## src/rtl/logb_rr_arbiter.sv

```systemverilog
// logb_rr_arbiter
//   Merges NCH logging channels into one record stream. Each channel pushes
//   into its own FIFO (no ready; overflowing pushes are dropped and flagged),
//   and a round-robin arbiter pops one head per load opportunity into a
//   single registered output stage.
// Ports:
//   clk, rstn        clock, synchronous active-low reset
//   in_valid/in_data per-channel push strobe and record (channel i at slice i)
//   in_almful        per-channel registered almost-full backpressure
//   out_valid/out_ready/out_data/out_chid  merged output handshake + source id
//   overflow         sticky per-channel drop flag
//   xfer_cnt         free-running count of completed output handshakes
module logb_rr_arbiter #(
  parameter int NCH          = 4,
  parameter int DATA_WIDTH   = 32,
  parameter int FIFO_DEPTH   = 16,
  parameter int ALMFUL_SLACK = 8
) (
  input  logic                      clk,
  input  logic                      rstn,
  input  logic [NCH-1:0]            in_valid,
  input  logic [NCH*DATA_WIDTH-1:0] in_data,
  output logic [NCH-1:0]            in_almful,
  output logic                      out_valid,
  input  logic                      out_ready,
  output logic [DATA_WIDTH-1:0]     out_data,
  output logic [$clog2(NCH)-1:0]    out_chid,
  output logic [NCH-1:0]            overflow,
  output logic [31:0]               xfer_cnt
);

  localparam int CHW = $clog2(NCH);
  localparam int PW  = $clog2(FIFO_DEPTH);
  localparam int CW  = PW + 1;
  localparam logic [CW-1:0]  FULL_LVL = CW'(FIFO_DEPTH);
  localparam logic [CW-1:0]  ALM_LVL  = CW'(FIFO_DEPTH - ALMFUL_SLACK);
  localparam logic [CHW-1:0] LAST_RST = CHW'(NCH - 1);

  logic [DATA_WIDTH-1:0] mem_q [NCH][FIFO_DEPTH];
  logic [CW-1:0]         cnt_q [NCH];
  logic [CW-1:0]         cnt_d [NCH];
  logic [PW-1:0]         wptr_q [NCH];
  logic [PW-1:0]         wptr_d [NCH];
  logic [PW-1:0]         rptr_q [NCH];
  logic [PW-1:0]         rptr_d [NCH];
  logic [NCH-1:0]        push_s, pop_s;
  logic [NCH-1:0]        almful_q, almful_d, overflow_q, overflow_d;
  logic                  out_valid_q, out_valid_d;
  logic [DATA_WIDTH-1:0] out_data_q, out_data_d;
  logic [CHW-1:0]        out_chid_q, out_chid_d;
  logic [CHW-1:0]        last_grant_q, last_grant_d;
  logic [31:0]           xfer_cnt_q, xfer_cnt_d;
  logic                  load_s, grant_found_s;
  logic [CHW-1:0]        grant_idx_s, cand_s;

  // Round-robin search for the first non-empty channel after the last grant.
  always_comb begin
    grant_found_s = 1'b0;
    grant_idx_s   = last_grant_q;
    cand_s        = last_grant_q;
    for (int k = 0; k < NCH; k++) begin
      cand_s = CHW'((int'(last_grant_q) + 1 + k) % NCH);
      if (!grant_found_s && (cnt_q[cand_s] != {CW{1'b0}})) begin
        grant_found_s = 1'b1;
        grant_idx_s   = cand_s;
      end else begin
        grant_found_s = grant_found_s;
      end
    end
  end

  // Push/pop decisions and per-channel FIFO bookkeeping.
  always_comb begin
    load_s = !out_valid_q || out_ready;
    pop_s  = (load_s && grant_found_s) ? (NCH'(1'b1) << grant_idx_s) : {NCH{1'b0}};
    for (int i = 0; i < NCH; i++) begin
      // Fullness is judged before any same-cycle pop, so a full channel drops.
      push_s[i]     = rstn && in_valid[i] && (cnt_q[i] != FULL_LVL);
      cnt_d[i]      = cnt_q[i] + CW'(push_s[i]) - CW'(pop_s[i]);
      wptr_d[i]     = wptr_q[i] + PW'(push_s[i]);
      rptr_d[i]     = rptr_q[i] + PW'(pop_s[i]);
      almful_d[i]   = (cnt_d[i] >= ALM_LVL);
      overflow_d[i] = overflow_q[i] | (in_valid[i] && (cnt_q[i] == FULL_LVL));
    end
  end

  // Output register load: take the granted head, otherwise drain or hold.
  always_comb begin
    out_valid_d  = out_valid_q;
    out_data_d   = out_data_q;
    out_chid_d   = out_chid_q;
    last_grant_d = last_grant_q;
    xfer_cnt_d   = xfer_cnt_q + ((out_valid_q && out_ready) ? 32'd1 : 32'd0);
    if (load_s) begin
      out_valid_d = grant_found_s;
      if (grant_found_s) begin
        out_data_d   = mem_q[grant_idx_s][rptr_q[grant_idx_s]];
        out_chid_d   = grant_idx_s;
        last_grant_d = grant_idx_s;
      end else begin
        last_grant_d = last_grant_q;
      end
    end else begin
      out_valid_d = out_valid_q;
    end
  end

  // Control state with synchronous active-low reset.
  always_ff @(posedge clk) begin
    if (!rstn) begin
      for (int i = 0; i < NCH; i++) begin
        cnt_q[i]  <= {CW{1'b0}};
        wptr_q[i] <= {PW{1'b0}};
        rptr_q[i] <= {PW{1'b0}};
      end
      almful_q     <= {NCH{1'b0}};
      overflow_q   <= {NCH{1'b0}};
      out_valid_q  <= 1'b0;
      last_grant_q <= LAST_RST;
      xfer_cnt_q   <= 32'd0;
    end else begin
      for (int i = 0; i < NCH; i++) begin
        cnt_q[i]  <= cnt_d[i];
        wptr_q[i] <= wptr_d[i];
        rptr_q[i] <= rptr_d[i];
      end
      almful_q     <= almful_d;
      overflow_q   <= overflow_d;
      out_valid_q  <= out_valid_d;
      last_grant_q <= last_grant_d;
      xfer_cnt_q   <= xfer_cnt_d;
    end
  end

  // Output payload registers are not reset; out_valid qualifies them.
  always_ff @(posedge clk) begin
    out_data_q <= out_data_d;
    out_chid_q <= out_chid_d;
  end

  // FIFO storage writes; push_s is already gated by reset and fullness.
  always_ff @(posedge clk) begin
    for (int i = 0; i < NCH; i++) begin
      if (push_s[i]) begin
        mem_q[i][wptr_q[i]] <= in_data[i*DATA_WIDTH +: DATA_WIDTH];
      end
    end
  end

  assign in_almful = almful_q;
  assign overflow  = overflow_q;
  assign out_valid = out_valid_q;
  assign out_data  = out_data_q;
  assign out_chid  = out_chid_q;
  assign xfer_cnt  = xfer_cnt_q;

endmodule

```

## config.mk

```make
export PLATFORM = sky130hd
export DESIGN_NAME = logb_rr_arbiter
export DESIGN_NICKNAME = d
export VERILOG_FILES = /design/src/rtl/logb_rr_arbiter.sv
export SDC_FILE = /design/constraint.sdc
export NUM_CORES = 2
export LEC_CHECK = 0
export BUFFER_PORTS_ARGS = -buffer_cell sky130_fd_sc_hd__buf_2
export CORE_ASPECT_RATIO = 0.7
export CORE_MARGIN = 4
export CORE_UTILIZATION = 51
export CTS_BUF_LIST = sky130_fd_sc_hd__clkbuf_2 sky130_fd_sc_hd__clkbuf_4 sky130_fd_sc_hd__clkbuf_8
export CTS_CLUSTER_SIZE = 16
export DETAILED_ROUTE_END_ITERATION = 16
export PLACE_DENSITY = 0.73
export SLEW_MARGIN = 20
export SYNTH_ARGS = -nofsm -noshare
export SYNTH_HDL_FRONTEND = slang
export SYNTH_SLANG_ARGS = --single-unit
```

## constraint.sdc

```tcl
create_clock -name clk -period 5.3 [get_ports clk]
set_input_delay 1.59 -clock clk [delete_from_list [all_inputs] [get_ports clk]]
set_output_delay 1.59 -clock clk [all_outputs]
set_load 0.02 [all_outputs]
```

; ---- Word-level counts from Yosys, hierarchy flattened
; Memories as Yosys holds them, arrays and structs flattened.
; Cells that the tools add are included.
[totals]
reg_bits = 77
elab_cells = 149
output_inout_bits = 75
ram_bits = 2100
memories = 4
in_bits = 135
latchBits = 0
rom_bits = 0
[memory_table]
columns = name, depth, width, rd, rd_ports_with_merged_regs, wr, line
row1 = mem_q, 4, 512, 1, 0, 4, 39  ; logic [DATA_WIDTH-1:0] mem_q [NCH][FIFO_DEPTH];
row2 = cnt_q, 4, 5, 8, 0, 4, 40  ; logic [CW-1:0] cnt_q [NCH];
row3 = rptr_q, 4, 4, 5, 0, 4, 44  ; logic [PW-1:0] rptr_q [NCH];
row4 = wptr_q, 4, 4, 4, 0, 4, 42  ; logic [PW-1:0] wptr_q [NCH];
[classes]
mul = 0
n_reduce_logical = 31
n_bitwise = 21
n_lt_le_gt_ge = 13
mux = 43
n_shift = 1
n_div = 0
n_addsub = 21
eq_ne = 8
[op_table]
columns = op, count
row1 = $mux 512, 4
row2 = $demux 32 s4, 4
row3 = $mux 32, 6
row4 = $bmux 32 s4, 1
row5 = $mux 4, 9
row6 = $add 32x1->32, 1
row7 = $add 4x1->4, 8
row8 = $ge 5x5->1 const B, 5
row9 = $not 4->5, 5
row10 = $logic_and 1x1->1, 21
row11 = $add 5x1->5, 4
row12 = $eq 5x5->1 const B, 4
row13 = $ge 5x4->1 const B, 4
row14 = $lt 5x1->1 const B, 4
row15 = $mux 5, 4
row16 = $ne 5x5->1 const B, 4
row17 = $reduce_bool 5->1, 4
row18 = $sub 5x1->5, 4
row19 = $or 1x1->1, 16
row20 = $mux 1, 11
row21 = $mux 2, 4
row22 = $add 2x2->2 const B, 3
row23 = $logic_not 1->1, 4
row24 = $shl 1x2->4 const A, 1
row25 = other kinds (3), 3

; ---- Longest topological paths before layout
; An unclocked memory read counts as a cell.
[depth]
depth_word = 18
mapped_depth = 19
depth_no_buf = 18

; ---- Worst setup path after synthesis
; OpenSTA, ideal clock, no wires.
[synth_timing]
path_type = input -> register
from = input port out_ready
to = register almful_q[0], in the netlist in_almful[0]
slack_ns = -0.178
stages = 13
required_time_ns = 5.177
t_arrival_ns = 5.354
path_cell_list = nor2b_1 -> nor2_1 -> nand2_1 -> nor2_1 -> ha_1 -> inv_1 -> ha_1 -> fa_1 -> a21oi_1 -> nor2_1 -> or3_1 -> and3_1 -> or2_2
[synth_between]
elab_chain_len = 5
[synth_lines]
columns = item, line
row1 = start: declaration, 25  ; input logic out_ready,
row2 = $logic_or 1x1->1, 74  ; load_s = !out_valid_q || out_ready;
row3 = $logic_and 1x1->1, 75  ; pop_s = (load_s && grant_found_s) ? (NCH'(1'b1) << grant_idx_s) : {NCH{1'b0}};
row4 = $mux 4, 75
row5 = $sub 5x1->5, 79  ; cnt_d[i] = cnt_q[i] + CW'(push_s[i]) - CW'(pop_s[i]);
row6 = $ge 5x4->1, 82  ; almful_d[i] = (cnt_d[i] >= ALM_LVL);
row7 = end signal: assignment, 116  ; almful_q <= {NCH{1'b0}};
row8 = end signal: assignment, 127  ; almful_q <= almful_d;
row9 = end: declaration, 47  ; logic [NCH-1:0] almful_q, almful_d, overflow_q, overflow_d;
; Every way passes these cells.
; A chain may end at the register's enable or synchronous reset.

==> impl_metrics.tcl <==
set metrics [dict create \
    synth_enable_flop_cells 2082 \
    wl_per_cell_um 34.5 \
    rows 125 \
    insertion_delay_ps 1020 \
    synth.most_common_cell "edfxtp_1" \
    outcome "completed" \
    synthesis.area_um2 85000 \
    cts_max_level 5 \
    arrival_ps 5410 \
    firstDrtPassIters 6 \
    die_w_um 496 \
    clock-skew-final_ps 47.0 \
    clk_pin_slew_ps 60 \
    viasPerCell 6.73 \
    numPortBuffers 209 \
    grtUsageTotal 0.315 \
    leakage_nw 31.1 \
    synthTopCellsByArea "edfxtp_1, mux2i_1, nor4b_1" \
    yosysTopAreaCell "edfxtp_1" \
    hold_viol 0 \
    dp_hpwl_mm 155 \
    drive_above_1_share 0.174 \
    post_cts_buffers 0 \
    synth.distinct_cells 54 \
    async_flop_share 0 \
    wl_mm 278 \
    core_area_um2 166000 \
    final.setup.tns_ps 0 \
    max-clock-path-buffers 4 \
    worst_slack_ps 597 \
    setup_viol 0 \
    relSlewSlack 0.162 \
    gp_congestion 0.879 \
    rsz0062_at_grt "no" \
    path_max_fanout 62 \
    synth_common_cells "edfxtp_1, mux2i_1, nand2_1" \
    powerDensity_nw_per_um2 635 \
    die_area_um2 173000 \
    first_global_vias 51800 \
    grt_pass1_wl_mm 385 \
    synth_top_area_share 0.736 \
    io_pins 210 \
    ant_nets 0 \
    drc_errors 0 \
    ys.flop_type "edfxtp_1" \
    yosys_warnings 0 \
    synth_area_per_cell_um2 16.3 \
    peakVddDrop_mv 1.14 \
    placedCellCount 7509 \
    met2_usage 0.448 \
    critPathRequiredTime_ps 6010 \
    use_met3 0.106 \
    slew_violations 0 \
    cap_violations 0 \
    worst_setup_path_end_kind "flip-flop" \
    overflow 0 \
    area_growth_pct 13.2 \
    dp_slack_ps 747 \
    cts_tree "done" \
    period_minus_slack_ps 4700 \
    nNetsFinal 5796 \
    fin_crit_sh 0.887 \
    grt.busiest_layer "met2" \
    numClockSinks 2177 \
    stdcell_count 8056 \
    hold_path.class "reg -> reg" \
    cts_root_buf "clkbuf_8" \
    ys_seq_area_frac 0.758 \
    cts_hold_buf 0 \
    initial_utilization 0.513 \
    vias 54200 \
    syn_nets 5397 \
    crit_type "reg -> reg" \
    cts_resized 0 \
    max_freq_ghz 0.213 \
    start_kind "flip-flop" \
    use_met1 0.435 \
    synth_cells 5216 \
    power_mw 61.1 \
    worstMarginPinSlew_ps 1250 \
    die_h_um 350 \
    antenna_found_initial 31 \
    drt_iter0_drc 9450 \
    grt_max_degree 142 \
    cts_made_buffers 326 \
    synth.ff_latch_count 2177 \
]
[worst paths after layout]
kind | startpoint | end | slack, ps | cells after the start
worst max-delay path | cnt_q[3][1] | out_data[26] | 600 | 12
worst min-delay path | xfer_cnt[9] | xfer_cnt[9] | 510 | 2
worst max register to register | cnt_q[3][1] | out_data[26] | 600 | 12
worst min register to register | xfer_cnt[9] | xfer_cnt[9] | 510 | 2
[logic make-up (layout without fill, tap and decap cells)]
family / after synthesis / in the layout / synth area share
AO/OA/AOI/OAI: 968 / 968 / 0.0752
XOR/XNOR: 54 / 54 / 0.00557
adder cells (fa/ha/maj): 46 / 46 / 0.00713
buffers and inverters: 412 / 1009 / 0.0210
flip-flops: 2177 / 2177 / 0.758
multiplexers: 550 / 550 / 0.0648
other: 0 / 21 / 0
AND/OR/NAND/NOR: 1009 / 1009 / 0.0682
[routing by layer]
layer,share of wire,vias to the layer above
met1,0.35,26800
met5,0.00010,-
met2,0.43,4769
li1,-,21800
met4,0.054,4
met3,0.17,859
[metrics by stage]
stage / utilization / instance area [um2] / hold WS, ps
3_3_place_gp: 0.545 / 90300 / 486
6_report: 0.580 / 96200 / 506
3_5_place_dp: 0.545 / 90300 / 498
2_1_floorplan: - / 85000 / 527
4_1_cts: 0.580 / 96100 / 508
5_1_grt: 0.580 / 96200 / 551
[power by group]
group / internal, mW / switching, mW / leakage, nW / total [mW]
logic: 9.42 / 19.1 / 8.49 / 28.5
registers: 19.5 / 0.270 / 19.6 / 19.7
clock network: 6.59 / 6.24 / 3.07 / 12.8
[state kept, by name, indices dropped and copies added (netlist names)]
name / count
out_data: 32
wptr_q: 16
out_valid: 1
overflow: 4
last_grant_q: 2
out_chid: 2
xfer_cnt: 32
rptr_q: 16
mem_q: 2048
in_almful: 4
cnt_q: 20
[cell usage in the layout, fill, tap and decap left out, types with 42 or more instances in the layout]
master     netlist  routed
ha_1            42      42
o2111ai_1      128     128
nor4b_1        288     288
nor2_4           0      50
and2_1          75      74
o41ai_1         96      96
dfxtp_1         95      95
edfxtp_1      2082    2082
clkbuf_8         0     336
buf_4            5     170
a31oi_1        290     290
buf_2          136     209
clkbuf_4         0     103
a21oi_1        201     201
o22ai_1        224     224
clkinv_1         0      57
buf_12           0      65
nand2_1        410     410
mux2i_1        548     548
[critical path, stage by stage, from the launching register on]
cell	delay [ps]
dfxtp_1	370
or4_4	550
nor4_1	400
or2_4	360
a211oi_4	140
buf_12	220
or2_4	490
buf_12	260
buf_4	330
a31oi_1	270
o2111ai_1	190
o41ai_1	480
o2111ai_1	160
[cell type report]
cell class              instances  area, um2
multi-input cells            2627      19400
diodes                         21       52.6
inverters                      39        146
fillers                     12300      69600
flip-flops and latches       2177      64400
repair buffers                444       3620
clock inverters                87        415
well taps                    2222       2780
clock buffers                 439       5400
Power figures use the tool's default switching activity.
